### src/rtl/bw_seq_mult_ctrl_if.sv
`default_nettype none
// ============================================================================
//  Module      : bw_seq_mult_ctrl_if
//  Description : Handshake bundle for the sequential Baugh-Wooley multiplier.
//                master = producer/consumer side, slave = multiplier side.
//                Signals:
//                  start_valid/start_ready : operand handshake
//                  a, b                    : signed operands (N bits)
//                  sign_sel                : signed/unsigned select, only
//                                            present with BW_SIGN_SEL_EN
//                  res_valid/res_ready     : result handshake
//                  product                 : 2N-bit result
//                  busy                    : multiplier not idle
//                Optional macro: BW_SIGN_SEL_EN
//  Revision    : 1.0 - initial release
// ============================================================================
interface bw_seq_mult_ctrl_if #(
  parameter int N = 8
);
  logic           start_valid;
  logic           start_ready;
  logic [N-1:0]   a;
  logic [N-1:0]   b;
  logic           res_valid;
  logic           res_ready;
  logic [2*N-1:0] product;
  logic           busy;
`ifdef BW_SIGN_SEL_EN
  logic           sign_sel;

  modport master (
    output start_valid, a, b, sign_sel, res_ready,
    input  start_ready, res_valid, product, busy
  );

  modport slave (
    input  start_valid, a, b, sign_sel, res_ready,
    output start_ready, res_valid, product, busy
  );
`else
  modport master (
    output start_valid, a, b, res_ready,
    input  start_ready, res_valid, product, busy
  );

  modport slave (
    input  start_valid, a, b, res_ready,
    output start_ready, res_valid, product, busy
  );
`endif
endinterface
`default_nettype wire

### src/rtl/bw_seq_mult_ctrl.sv
`default_nettype none
// ============================================================================
//  Module      : bw_seq_mult_ctrl
//  Description : Sequential two's-complement multiplier. One N-bit
//                Baugh-Wooley partial-product row is added into a 2N-bit
//                accumulator per clock, giving the product N cycles after the
//                start handshake.
//                Ports:
//                  clk   : rising-edge clock
//                  rst_n : asynchronous active-low reset
//                  bus   : bw_seq_mult_ctrl_if.slave (operand/result
//                          handshakes, product, busy)
//                Optional macro: BW_SIGN_SEL_EN adds bus.sign_sel
//                  (1 = signed Baugh-Wooley, 0 = unsigned). Without it every
//                  operation is signed.
//  Revision    : 1.0 - initial release
// ============================================================================
module bw_seq_mult_ctrl #(
  parameter int N = 8
) (
  input  logic               clk,
  input  logic               rst_n,
  bw_seq_mult_ctrl_if.slave  bus
);

  localparam int c_cnt_w = $clog2(N);
  localparam logic [c_cnt_w-1:0] c_last = c_cnt_w'(N - 1);
  localparam logic [2*N-1:0] c_one = (2*N)'(1);
  // Baugh-Wooley correction: (1<<N) + (1<<(2N-1)), wrapped to 2N bits.
  localparam logic [2*N-1:0] c_bw_const = (c_one << N) | (c_one << (2*N - 1));

  typedef enum logic [1:0] {
    S_IDLE = 2'd0,
    S_RUN  = 2'd1,
    S_DONE = 2'd2
  } state_t;

  state_t             r_state;
  logic [N-1:0]       r_a;
  logic [N-1:0]       r_b;
  logic               r_signed;
  logic [c_cnt_w-1:0] r_cnt;
  logic [2*N-1:0]     r_acc;
  logic               r_start_ready;
  logic               r_res_valid;
  logic               r_busy;

  logic               w_sign_in;
  logic [N-1:0]       w_pp;
  logic [N-1:0]       w_row;
  logic [2*N-1:0]     w_addend;

`ifdef BW_SIGN_SEL_EN
  assign w_sign_in = bus.sign_sel;
`else
  assign w_sign_in = 1'b1;
`endif

  // Current partial-product row. In signed mode the sign column of rows
  // 0..N-2 is inverted, and in the last row every column except the sign
  // column is inverted; the constant preloaded into the accumulator
  // cancels the inversions.
  always_comb begin
    w_pp  = r_a & {N{r_b[r_cnt]}};
    w_row = w_pp;
    if (r_signed) begin
      if (r_cnt == c_last) begin
        w_row        = ~w_pp;
        w_row[N-1]   = w_pp[N-1];
      end else begin
        w_row[N-1]   = ~w_pp[N-1];
      end
    end
  end

  assign w_addend = {{N{1'b0}}, w_row} << r_cnt;

  always_ff @(posedge clk or negedge rst_n) begin
    if (!rst_n) begin
      r_state       <= S_IDLE;
      r_a           <= '0;
      r_b           <= '0;
      r_signed      <= 1'b0;
      r_cnt         <= '0;
      r_acc         <= '0;
      r_start_ready <= 1'b0;
      r_res_valid   <= 1'b0;
      r_busy        <= 1'b0;
    end else begin
      case (r_state)
        S_IDLE: begin
          // r_start_ready is low only on the first cycle after reset, so no
          // operand is taken before the block reports itself ready.
          if (bus.start_valid && r_start_ready) begin
            r_a           <= bus.a;
            r_b           <= bus.b;
            r_signed      <= w_sign_in;
            r_cnt         <= '0;
            r_acc         <= w_sign_in ? c_bw_const : '0;
            r_state       <= S_RUN;
            r_start_ready <= 1'b0;
            r_busy        <= 1'b1;
          end else begin
            r_start_ready <= 1'b1;
          end
        end
        S_RUN: begin
          r_acc <= r_acc + w_addend;
          if (r_cnt == c_last) begin
            // Counter parks at N-1 rather than wrapping.
            r_state     <= S_DONE;
            r_res_valid <= 1'b1;
          end else begin
            r_cnt <= r_cnt + c_cnt_w'(1);
          end
        end
        S_DONE: begin
          if (bus.res_ready) begin
            r_state       <= S_IDLE;
            r_res_valid   <= 1'b0;
            r_busy        <= 1'b0;
            r_start_ready <= 1'b1;
          end
        end
        default: begin
          r_state       <= S_IDLE;
          r_res_valid   <= 1'b0;
          r_busy        <= 1'b0;
          r_start_ready <= 1'b1;
        end
      endcase
    end
  end

  assign bus.start_ready = r_start_ready;
  assign bus.res_valid   = r_res_valid;
  assign bus.busy        = r_busy;
  assign bus.product     = r_acc;

endmodule
`default_nettype wire

### src/flat_wrapper.sv
// flat-port wrapper written by rule: the top's interface ports become plain ports
module bw_seq_mult_ctrl_flat 
#(
  parameter int N = 8
)
  (clk, rst_n, bus_start_valid, bus_a, bus_b, bus_res_ready, bus_start_ready, bus_res_valid, bus_product, bus_busy);
  bw_seq_mult_ctrl_if #(.N(N)) bus_i ();
  input  logic clk;
  input  logic rst_n;
  input wire logic [$bits(bus_i.start_valid)-1:0] bus_start_valid;
  input wire logic [$bits(bus_i.a)-1:0] bus_a;
  input wire logic [$bits(bus_i.b)-1:0] bus_b;
  input wire logic [$bits(bus_i.res_ready)-1:0] bus_res_ready;
  output wire logic [$bits(bus_i.start_ready)-1:0] bus_start_ready;
  output wire logic [$bits(bus_i.res_valid)-1:0] bus_res_valid;
  output wire logic [$bits(bus_i.product)-1:0] bus_product;
  output wire logic [$bits(bus_i.busy)-1:0] bus_busy;
  assign bus_i.start_valid = bus_start_valid;
  assign bus_i.a = bus_a;
  assign bus_i.b = bus_b;
  assign bus_i.res_ready = bus_res_ready;
  assign bus_start_ready = bus_i.start_ready;
  assign bus_res_valid = bus_i.res_valid;
  assign bus_product = bus_i.product;
  assign bus_busy = bus_i.busy;
  bw_seq_mult_ctrl #(.N(N)) u_core (.clk(clk), .rst_n(rst_n), .bus(bus_i));
endmodule
### config.mk
export PLATFORM = sky130hd
export DESIGN_NAME = bw_seq_mult_ctrl_flat
export DESIGN_NICKNAME = d
export VERILOG_FILES = /design/src/rtl/bw_seq_mult_ctrl_if.sv /design/src/rtl/bw_seq_mult_ctrl.sv /design/src/flat_wrapper.sv
export SDC_FILE = /design/constraint.sdc
export NUM_CORES = 1
export LEC_CHECK = 0
export ABC_AREA = 1
export BUFFER_PORTS_ARGS = -buffer_cell sky130_fd_sc_hd__buf_2
export CAP_MARGIN = 40
export CORE_MARGIN = 2
export CORE_UTILIZATION = 49
export CTS_CLUSTER_DIAMETER = 200
export DETAILED_ROUTE_END_ITERATION = 7
export HOLD_SLACK_MARGIN = 0.06
export PLACE_DENSITY = 0.77
export SETUP_SLACK_MARGIN = 0.4
export SLEW_MARGIN = 20
export SYNTH_ARGS = -nofsm -noshare
export SYNTH_HDL_FRONTEND = slang
export SYNTH_SLANG_ARGS = --single-unit
### constraint.sdc
create_clock -name clk -period 3.3 [get_ports clk]
set_input_delay 0 -clock clk [delete_from_list [all_inputs] [get_ports clk]]
set_output_delay 0 -clock clk [all_outputs]
set_load 0.02 [all_outputs]
==> results of run 1 <==
-- per-layer routing --
metal / share of wire / track usage / vias up
met1: 0.40 / 0.318 / 1524
met5: 0 / 0 / -
met4: 0.028 / 0.0763 / 0
li1: - / - / 1553
met3: 0.063 / 0.0456 / 28
met2: 0.51 / 0.462 / 127
-- sequential cells by signal (all words and copies together), names as in the netlist --
name and count:
u_core.r_signed 1, u_core.bus.product 16, u_core.bus.busy 1, u_core.bus.res_valid 1
u_core.r_b 8, u_core.r_state 2, u_core.bus.start_ready 1, u_core.r_cnt 3
u_core.r_a 8
-- metrics by stage --
stage / area (um2) / cells / util / hold slack [ns] / setup WS, ns
global route: 4180 / 580 / 0.719 / 0.257 / 0.0822
detailed placement: 3230 / 530 / 0.556 / 0.00427 / 0.0895
floorplan: 2920 / 419 / - / -0.296 / 0.401
finish: 4180 / 580 / 0.719 / 0.193 / 0.226
CTS: 3820 / 574 / 0.657 / 0.215 / 0.359
global placement: 3200 / 529 / 0.551 / 0.187 / 0.170
-- how the worst max path moves through the flow --
stage	start	end	cells after the start
after CTS	u_core.r_cnt[0]$_DFFE_PN0P_	u_core.bus.product[10]$_DFFE_PN0P_	21
after floorplan	u_core.r_cnt[0]$_DFFE_PN0P_	u_core.bus.product[10]$_DFFE_PN0P_	20
after global placement	u_core.r_cnt[0]$_DFFE_PN0P_	u_core.bus.product[14]$_DFFE_PN0P_	18
after global routing	u_core.r_cnt[0]$_DFFE_PN0P_	u_core.bus.product[15]$_DFFE_PN0P_	21
final	u_core.r_cnt[0]$_DFFE_PN0P_	u_core.bus.product[5]$_DFFE_PN0P_	19
after detailed placement	u_core.r_cnt[0]$_DFFE_PN0P_	u_core.bus.product[10]$_DFFE_PN0P_	20
-- worst reg2reg max path, cell delays in order (launching register included) --
cell and delay (ns):
dfrtp_2 0.46, ha_4 0.18, ha_4 0.17, nand2_4 0.09
buf_6 0.11, buf_4 0.09, nand4_1 0.15, nand3_1 0.17
nand2_1 0.08, nand2_1 0.10, nand2_1 0.07, nor2_2 0.17
ha_4 0.25, nand2_2 0.09, nand3_2 0.11, nand2_2 0.10
a31oi_4 0.11, or2_2 0.32, nand3_1 0.10, nand2_1 0.06
-- cell families after synthesis --
group,count (synthesis),synth area share
compound gates,63,0.120
xor+xnor,2,0.00602
fa+ha+maj,19,0.0843
buf+inv,56,0.0817
flops,41,0.353
simple gates,238,0.356
-- layout make-up --
cell class | instances | area, um2 | share of cell area
Multi-Input combinational cell | 322 | 2070 | 0.495
Sequential cell | 41 | 1030 | 0.246
Timing Repair Buffer | 92 | 691 | 0.165
Inverter | 42 | 160 | 0.0383
Tap cell | 75 | 93.8 | 0.0224
Clock buffer | 5 | 68.8 | 0.0165
Clock inverter | 3 | 68.8 | 0.0165
-- placed cells by master, fill, tap and decap left out, types with 4 or more instances in the layout --
cell / n
buf_4: 27
nand2_1: 116
o21ai_0: 20
nand4_1: 13
buf_2: 38
nand2_2: 20
nand2_4: 4
nand3_2: 13
nand3_1: 39
a21oi_2: 7
nor2_2: 9
inv_1: 33
ha_4: 12
a21o_1: 5
clkbuf_8: 5
dlygate4sd3_1: 18
dfrtp_1: 39
a21oi_1: 10
inv_2: 7
buf_6: 8
ha_1: 5
o21ai_1: 7
nor2_1: 15
-- repair_timing --
| item | 4_1_cts | 5_1_grt |
|---|---|---|
| pin swaps | 22 | 40 |
| hold buffers | 18 | 0 |
| setup endpoints to repair | 11 | 12 |
| endpoints found under the hold margin | 60 | 0 |
| gates resized for setup | 34 | 78 |
| buffers inserted | 18 | 6 |
==> results.py, run 1 <==
metrics = {
    "run_status": {
        "run_status": "finished with violations",
        "violations": "DRC",
    },
    "worst_setup_path": {
        "critPathBufInv": 2,
        "cp_max_fo": 6,
        "path_cells": "ha_4 -> ha_4 -> nand2_4 -> buf_6 -> buf_4 -> nand4_1 -> nand3_1 -> nand2_1 -> nand2_1 -> nand2_1 -> nor2_2 -> ha_4 -> nand2_2 -> nand3_2 -> nand2_2 -> a31oi_4 -> or2_2 -> nand3_1 -> nand2_1",
        "critical_path_arrival_ns": 3.27,
        "cpMaxStageDelayCell": "dfrtp_2",
        "cp_common_cell": "nand2_1",
        "crit_path_start_kind": "register",
        "critPathKind": "register to register",
        "r2r_end": "u_core.bus.product[5]$_DFFE_PN0P_",
        "ff2ff_setup_slack_ns": 0.23,
        "crit_required_ns": 3.50,
        "endpoint_kind": "register",
        "path_delay_family": "simple AND/OR/NAND/NOR gates",
        "rr_worst_depth": 19,
        "cp_slowest_stage_delay_ns": 0.46,
        "r2r_start": "u_core.r_cnt[0]$_DFFE_PN0P_",
    },
    "finish": {
        "fillers": 447,
        "diodes": 0,
        "syn2layout_area_growth_pct": 43.7,
        "drive_gt1_frac": 0.343,
        "nets": 543,
    },
    "place": {
        "hpwl_um": 5440,
        "portBuffers": 38,
        "gp_congestion": 0.907,
    },
    "sta": {
        "setup_viol": 0,
        "max_slew_margin": 0.649,
        "hold_violations": 0,
        "clock_skew_ns": 0.00672,
        "final_max_slew_viol_count": 0,
        "timing.final.crit_share": 0.932,
        "tightest_slew_ns": 0.527,
        "rsz0062_at_grt": "yes",
        "setup_tns_ns": 0,
        "fmax_mhz": 325,
        "finalCriticalPeriod_ns": 3.07,
    },
    "clocking": {
        "clock_sinks": 41,
        "cts_inserted_buffers": 5,
        "root_buffer": "clkbuf_8",
        "cts_max_path_buffers": 2,
        "htree_num_levels": 2,
        "cts_tree": "yes",
        "clk-insertion-delay-late_ns": 0.30,
        "path_clk_slew_ns": 0.09,
    },
    "drt": {
        "drcViolationCount": 2,
        "wire_per_inst_um": 15.0,
        "drt_pass1_iterations": 8,
        "drt_iter0_drc": 253,
        "wl_um": 8720,
        "vias_per_cell": 5.57,
        "via_count": 3232,
        "ant_nets": 0,
    },
    "job": {
        "drv_cap": 0,
    },
    "floorplan": {
        "boundaryPins": 39,
        "initial_core_util": 0.500,
        "dieArea_um2": 6570,
        "die_w_um": 81.1,
        "chipHeight_um": 81.1,
        "fp-row-count": 28,
        "core_um2": 5820,
    },
    "grt": {
        "antenna_found_initial": 0,
        "grt_pass1_wl_um": 13300,
        "groute.usage.overall": 0.259,
        "gr-total-overflow": 0,
        "grt_max_degree": 27,
        "grt_pass1_vias": 3058,
    },
    "synthesis": {
        "synth_area_leaders": "dfrtp_1 35%, nand2_1 18%, nand3_1 8.6%, ha_1 7.7%, inv_1 5.0%",
        "ys.flop_type": "dfrtp_1",
        "synth_nets": 458,
        "yosysTopAreaCell": "dfrtp_1",
        "synth_edf_count": 0,
        "synthDominantCellAreaShare": 0.353,
        "yosysWarnings": 0,
        "ys_types": 30,
        "synth_commonest_cells": "138 x nand2_1, 50 x nand3_1, 41 x dfrtp_1",
        "yosys_register_bits": 41,
        "syn_inst": 419,
        "ys_seq_area_frac": 0.353,
        "synth.most_common_cell": "nand2_1",
        "syn_avg_cell_area_um2": 6.95,
        "async_flop_share": 1.00,
        "syn_area_um2": 2910,
    },
    "worst_hold_path": {
        "hp-class": "primary input to async pin",
    },
}
Power of run 1 is left out: the tool's default activity adds up to more than one toggle a clock period on the data nets, which glitch-free logic cannot reach.
==> inputs of run 2 (changes only) <==
Settings changed: CORE_ASPECT_RATIO set to 0.8, PLACE_DENSITY 0.77 to 0.69.
==> run 2 against run 1 <==
  * Critical endpoint is now u_core.bus.product[10]$_DFFE_PN0P_
  * Global-route usage rose by 0.21 points
  * The flow now finishes without violations
  * Largest cell class unchanged
  * Die area about the same
  * Sequential share of layout area shrank 0.15 points
==> results.py, run 2 (synthesis gave the netlist of run 1 again) <==
metrics = {
    "finish": {
        "largest_reg_flops": 16,
        "post_layout_nonfiller_instances": 591,
        "syn2layout_area_growth_pct": 44.6,
        "diodes": 0,
        "final_common_cell": "nand2_1",
        "drive_gt1_frac": 0.335,
        "nets": 548,
        "fillers": 463,
        "mostFrequentLayoutCells": "118 x nand2_1, 39 x buf_2, 39 x dfrtp_1",
    },
    "floorplan": {
        "dieArea_um2": 6580,
        "initial_core_util": 0.500,
        "fp-row-count": 25,
        "chipHeight_um": 72.9,
        "die_w_um": 90.2,
        "boundaryPins": 39,
        "core_um2": 5820,
    },
    "clocking": {
        "clock_sinks": 41,
        "cts_tree": "yes",
        "cts_max_path_buffers": 2,
        "path_clk_slew_ns": 0.09,
        "root_buffer": "clkbuf_8",
        "clk-insertion-delay-late_ns": 0.31,
        "htree_num_levels": 2,
        "cts_inserted_buffers": 5,
    },
    "sta": {
        "tightest_slew_ns": 0.544,
        "clock_skew_ns": 0.00978,
        "timing.final.crit_share": 0.936,
        "setup_tns_ns": 0,
        "max_slew_margin": 0.636,
        "setup_viol": 0,
        "finalCriticalPeriod_ns": 3.09,
        "hold_violations": 0,
        "rsz0062_at_grt": "yes",
        "fmax_mhz": 324,
        "final_max_slew_viol_count": 0,
    },
    "place": {
        "placed_cells": 535,
        "portBuffers": 38,
        "gp_congestion": 0.872,
        "hpwl_um": 5360,
    },
    "worst_setup_path": {
        "cp_slowest_stage_delay_ns": 0.46,
        "path_cells": "buf_6 -> nand2_2 -> nand3_4 -> nand3_4 -> nand4_1 -> nand2_2 -> nand2_2 -> buf_4 -> nand2_2 -> nand2_1 -> nor2_1 -> ha_1 -> nand2_2 -> a21oi_4 -> a21boi_4 -> nor2_1 -> inv_1 -> nand2_1 -> o21ai_0 -> nand2_1 -> nand3_1 -> nand2_1",
        "critPathKind": "register to register",
        "cpMaxStageDelayCell": "dfrtp_2",
        "cp_max_fo": 5,
        "path_delay_family": "simple AND/OR/NAND/NOR gates",
        "crit_required_ns": 3.51,
        "critical_path_arrival_ns": 3.30,
        "r2r_start": "u_core.r_cnt[0]$_DFFE_PN0P_",
        "r2r_end": "u_core.bus.product[10]$_DFFE_PN0P_",
        "crit_path_start_kind": "register",
        "rr_worst_depth": 22,
        "endpoint_kind": "register",
        "critPathBufInv": 3,
        "cp_common_cell": "nand2_2",
        "ff2ff_setup_slack_ns": 0.21,
    },
    "grt": {
        "groute.usage.overall": 0.261,
        "gr-total-overflow": 0,
        "antenna_found_initial": 0,
        "grt_max_degree": 27,
        "grt_pass1_wl_um": 13900,
        "grt_pass1_vias": 2966,
    },
    "job": {
        "drv_cap": 0,
    },
    "drt": {
        "drt_iter0_drc": 266,
        "via_count": 3207,
        "wire_per_inst_um": 14.9,
        "vias_per_cell": 5.43,
        "drt_pass1_iterations": 5,
        "drcViolationCount": 0,
        "wl_um": 8790,
        "ant_nets": 0,
    },
    "worst_hold_path": {
        "hp-class": "primary input to async pin",
    },
    "run_status": {
        "run_status": "complete, no violations",
    },
}
==> run 2: cell types whose count changed in the layout (fill, tap and decap cells not counted), sizes merged <==
cell      delta
bufinv       -1
clkinvlp     +1
clkbuf       +1
nand3        +1
buf          +4
inv          -1
==> run 2: what timing repair did <==
action | in CTS | in global routing
gates cloned | 1 | 1
pin swaps | 16 | 39
hold buffers | 18 | 0
endpoints found under the hold margin | 60 | 0
resized for setup | 34 | 75
setup buffers | 23 | 5
endpoints found under the setup margin | 11 | 13
==> run 2: worst max-delay path by stage <==
stage / start / to / slack, ns / cells after the start
floorplan: u_core.r_cnt[0]$_DFFE_PN0P_ / u_core.bus.product[10]$_DFFE_PN0P_ / 0.40 / 20
global placement: u_core.r_cnt[0]$_DFFE_PN0P_ / u_core.bus.product[10]$_DFFE_PN0P_ / 0.21 / 20
detailed placement: u_core.r_cnt[0]$_DFFE_PN0P_ / u_core.bus.product[10]$_DFFE_PN0P_ / 0.05 / 20
CTS: u_core.r_cnt[0]$_DFFE_PN0P_ / u_core.bus.product[12]$_DFFE_PN0P_ / 0.33 / 22
global route: u_core.r_cnt[0]$_DFFE_PN0P_ / u_core.bus.product[12]$_DFFE_PN0P_ / 0.09 / 22
finish: u_core.r_cnt[0]$_DFFE_PN0P_ / u_core.bus.product[10]$_DFFE_PN0P_ / 0.21 / 22
==> run 2: stage by stage <==
| step | utilization | cell area [um2] | hold slack (ns) | worst slack, ns |
|---|---|---|---|---|
| after floorplan | - | 2920 | -0.296 | 0.401 |
| after global placement | 0.551 | 3200 | 0.195 | 0.211 |
| after detailed placement | 0.554 | 3220 | -0.0320 | 0.0528 |
| after CTS | 0.662 | 3850 | 0.161 | 0.333 |
| after global routing | 0.723 | 4210 | 0.179 | 0.0935 |
| final | 0.723 | 4210 | 0.146 | 0.211 |
==> run 2: layout make-up <==
class                   instances  area, um2  share of cell area
multi-input cells             323       2100               0.499
flip-flops and latches         41       1030               0.244
repair buffers                 96        703               0.167
inverters                      42        158              0.0375
well taps                      81        101              0.0241
clock buffers                   6       82.6              0.0196
clock inverters                 2       37.5             0.00892
==> run 2: per-layer routing <==
layer  vias up  global-route usage  wire length [um]
met3        14              0.0496               519
met2       135               0.430              4040
li1       1571                   -                 -
met1      1487               0.362              4090
met4         0              0.0564               139
met5         -                   0                 0
Power of run 2 is left out for the same reason.
==> inputs of run 3 (changes only) <==
Settings changed: PLACE_DENSITY 0.69 to 0.75.
Clock period 3.3 ns to 3.15 ns, I/O delays scaled along.
==> run 3 against run 2 <==
  * Register-to-register slack got worse by 0.12 ns
  * Cell count fell by 1.2%
  * Maximum frequency increased by 0.86%
  * Global-route usage decreased by 1.2 points
  * Sequential share of layout area rose by 0.83 points
  * Setup slack got worse by 0.12 ns
  * Sequential cell count did not move
  * Cell area fell by 3.2%
  * Critical endpoint is now u_core.bus.product[6]$_DFFE_PN0P_
  * Highest routed layer unchanged
==> results.py, run 3 (synthesis gave the netlist of run 1 again) <==
metrics = {
    "run_status": {
        "run_status": "complete, no violations",
    },
    "worst_hold_path": {
        "hp-class": "primary input to async pin",
    },
    "grt": {
        "groute.usage.overall": 0.249,
        "antenna_found_initial": 0,
        "gr-total-overflow": 0,
        "grt_max_degree": 32,
        "grt_pass1_vias": 2780,
        "grt_pass1_wl_um": 13300,
    },
    "sta": {
        "max_slew_margin": 0.588,
        "final_max_slew_viol_count": 0,
        "fin_ws_ns": 0.0874,
        "setup_viol": 0,
        "clock_skew_ns": 0.0139,
        "finalCriticalPeriod_ns": 3.06,
        "hold_violations": 0,
        "fmax_mhz": 327,
        "rsz0062_at_grt": "yes",
        "tightest_slew_ns": 0.615,
        "timing.final.crit_share": 0.972,
    },
    "worst_setup_path": {
        "cpMaxStageDelayCell": "dfrtp_2",
        "critPathBufInv": 4,
        "critical_path_arrival_ns": 3.25,
        "crit_path_start_kind": "register",
        "cp_slowest_stage_delay_ns": 0.50,
        "path_delay_family": "adder cells",
        "crit_required_ns": 3.34,
        "endpoint_kind": "register",
        "path_cells": "ha_4 -> ha_4 -> nand2_8 -> nand4_1 -> nand2_1 -> nand2_1 -> nor3_2 -> ha_2 -> inv_2 -> fa_2 -> inv_2 -> nand2_4 -> a21oi_4 -> a21boi_4 -> buf_4 -> buf_6 -> xor2_2 -> o21ai_1",
        "cp_max_fo": 8,
        "ff2ff_setup_slack_ns": 0.09,
        "critPathKind": "register to register",
    },
    "drt": {
        "vias_per_cell": 5.55,
        "drt_pass1_iterations": 7,
        "drcViolationCount": 0,
        "wl_um": 8680,
        "drt_iter0_drc": 288,
        "ant_nets": 0,
        "via_count": 3241,
        "wire_per_inst_um": 14.9,
    },
    "floorplan": {
        "initial_core_util": 0.500,
        "core_um2": 5820,
        "fp-row-count": 25,
        "chipHeight_um": 72.9,
        "boundaryPins": 39,
        "die_w_um": 90.2,
        "dieArea_um2": 6580,
    },
    "place": {
        "place_ws_ns": 0.0202,
        "portBuffers": 38,
        "dpl_cell_area_um2": 3270,
        "gp_congestion": 0.938,
        "hpwl_um": 5320,
        "placed_cells": 534,
    },
    "clocking": {
        "htree_num_levels": 2,
        "root_buffer": "clkbuf_8",
        "cts_inserted_buffers": 5,
        "cts_max_path_buffers": 2,
        "cts_tree": "yes",
        "clock_sinks": 41,
        "path_clk_slew_ns": 0.09,
        "clk-insertion-delay-late_ns": 0.31,
    },
    "finish": {
        "mostFrequentLayoutCells": "124 x nand2_1, 41 x nand3_1, 38 x buf_2, 38 x dfrtp_1, 35 x inv_1",
        "syn2layout_area_growth_pct": 40.0,
        "post_layout_nonfiller_instances": 584,
        "drive_gt1_frac": 0.304,
        "diodes": 0,
        "nets": 541,
        "fillers": 471,
        "final_common_cell": "nand2_1",
        "largest_reg_flops": 16,
        "postLayoutCellArea_um2": 4080,
    },
    "job": {
        "drv_cap": 0,
    },
}
-- run 3: changes by cell type in the layout (fill, tap and decap cells not counted), sizes merged --
cell	before	now
buf	78	70
bufinv	1	0
clkbuf	6	5
clkinv	1	2
inv	41	42
nand3	55	56
-- run 3: what timing repair did --
action                                  CTS  global route
endpoints found under the setup margin   12            12
setup buffers                             9            13
hold buffers                             18             0
pin swaps                                17            21
resized for setup                        35            41
gates cloned                              2             0
hold endpoints to repair                 60             0
-- run 3: through the flow --
step	utilization	hold WS, ns	TNS, ns
after floorplan	-	-0.296	0
after global placement	0.559	0.196	0
after detailed placement	0.563	-0.0973	0
after CTS	0.655	0.108	0
after global routing	0.700	0.124	-0.144
final	0.700	0.0970	0
-- run 3: final timing paths --
check,startpoint,to,cells after the start
min in group clk,bus_start_valid,u_core.r_signed$_DFFE_PN0P_,3
max in group asynchronous,rst_n,u_core.r_cnt[2]$_DFFE_PN0P_,3
hold / removal,rst_n,u_core.bus.product[1]$_DFFE_PN0P_,2
setup reg to reg,u_core.r_cnt[0]$_DFFE_PN0P_,u_core.bus.product[6]$_DFFE_PN0P_,18
setup / recovery,u_core.r_cnt[0]$_DFFE_PN0P_,u_core.bus.product[6]$_DFFE_PN0P_,18
hold reg to reg,u_core.bus.product[15]$_DFFE_PN0P_,u_core.bus.product[15]$_DFFE_PN0P_,1
-- run 3: cell type report --
cell class / instances / area (um2) / share of cell area
multi-input combinational: 324 / 2060 / 0.507
sequential: 41 / 1030 / 0.253
timing repair buffer: 88 / 627 / 0.154
inverter: 42 / 163 / 0.0399
tap: 81 / 101 / 0.0249
clock buffer: 5 / 68.8 / 0.0169
clock inverter: 3 / 21.3 / 0.00522
-- run 3: routing by layer --
| metal | track usage | vias to the layer above | share of wire |
|---|---|---|---|
| li1 | - | 1557 | - |
| met1 | 0.345 | 1523 | 0.44 |
| met2 | 0.419 | 142 | 0.49 |
| met3 | 0.0351 | 19 | 0.061 |
| met4 | 0.0632 | 0 | 0.015 |
| met5 | 0 | - | 0 |
Power of run 3 is left out for the same reason.
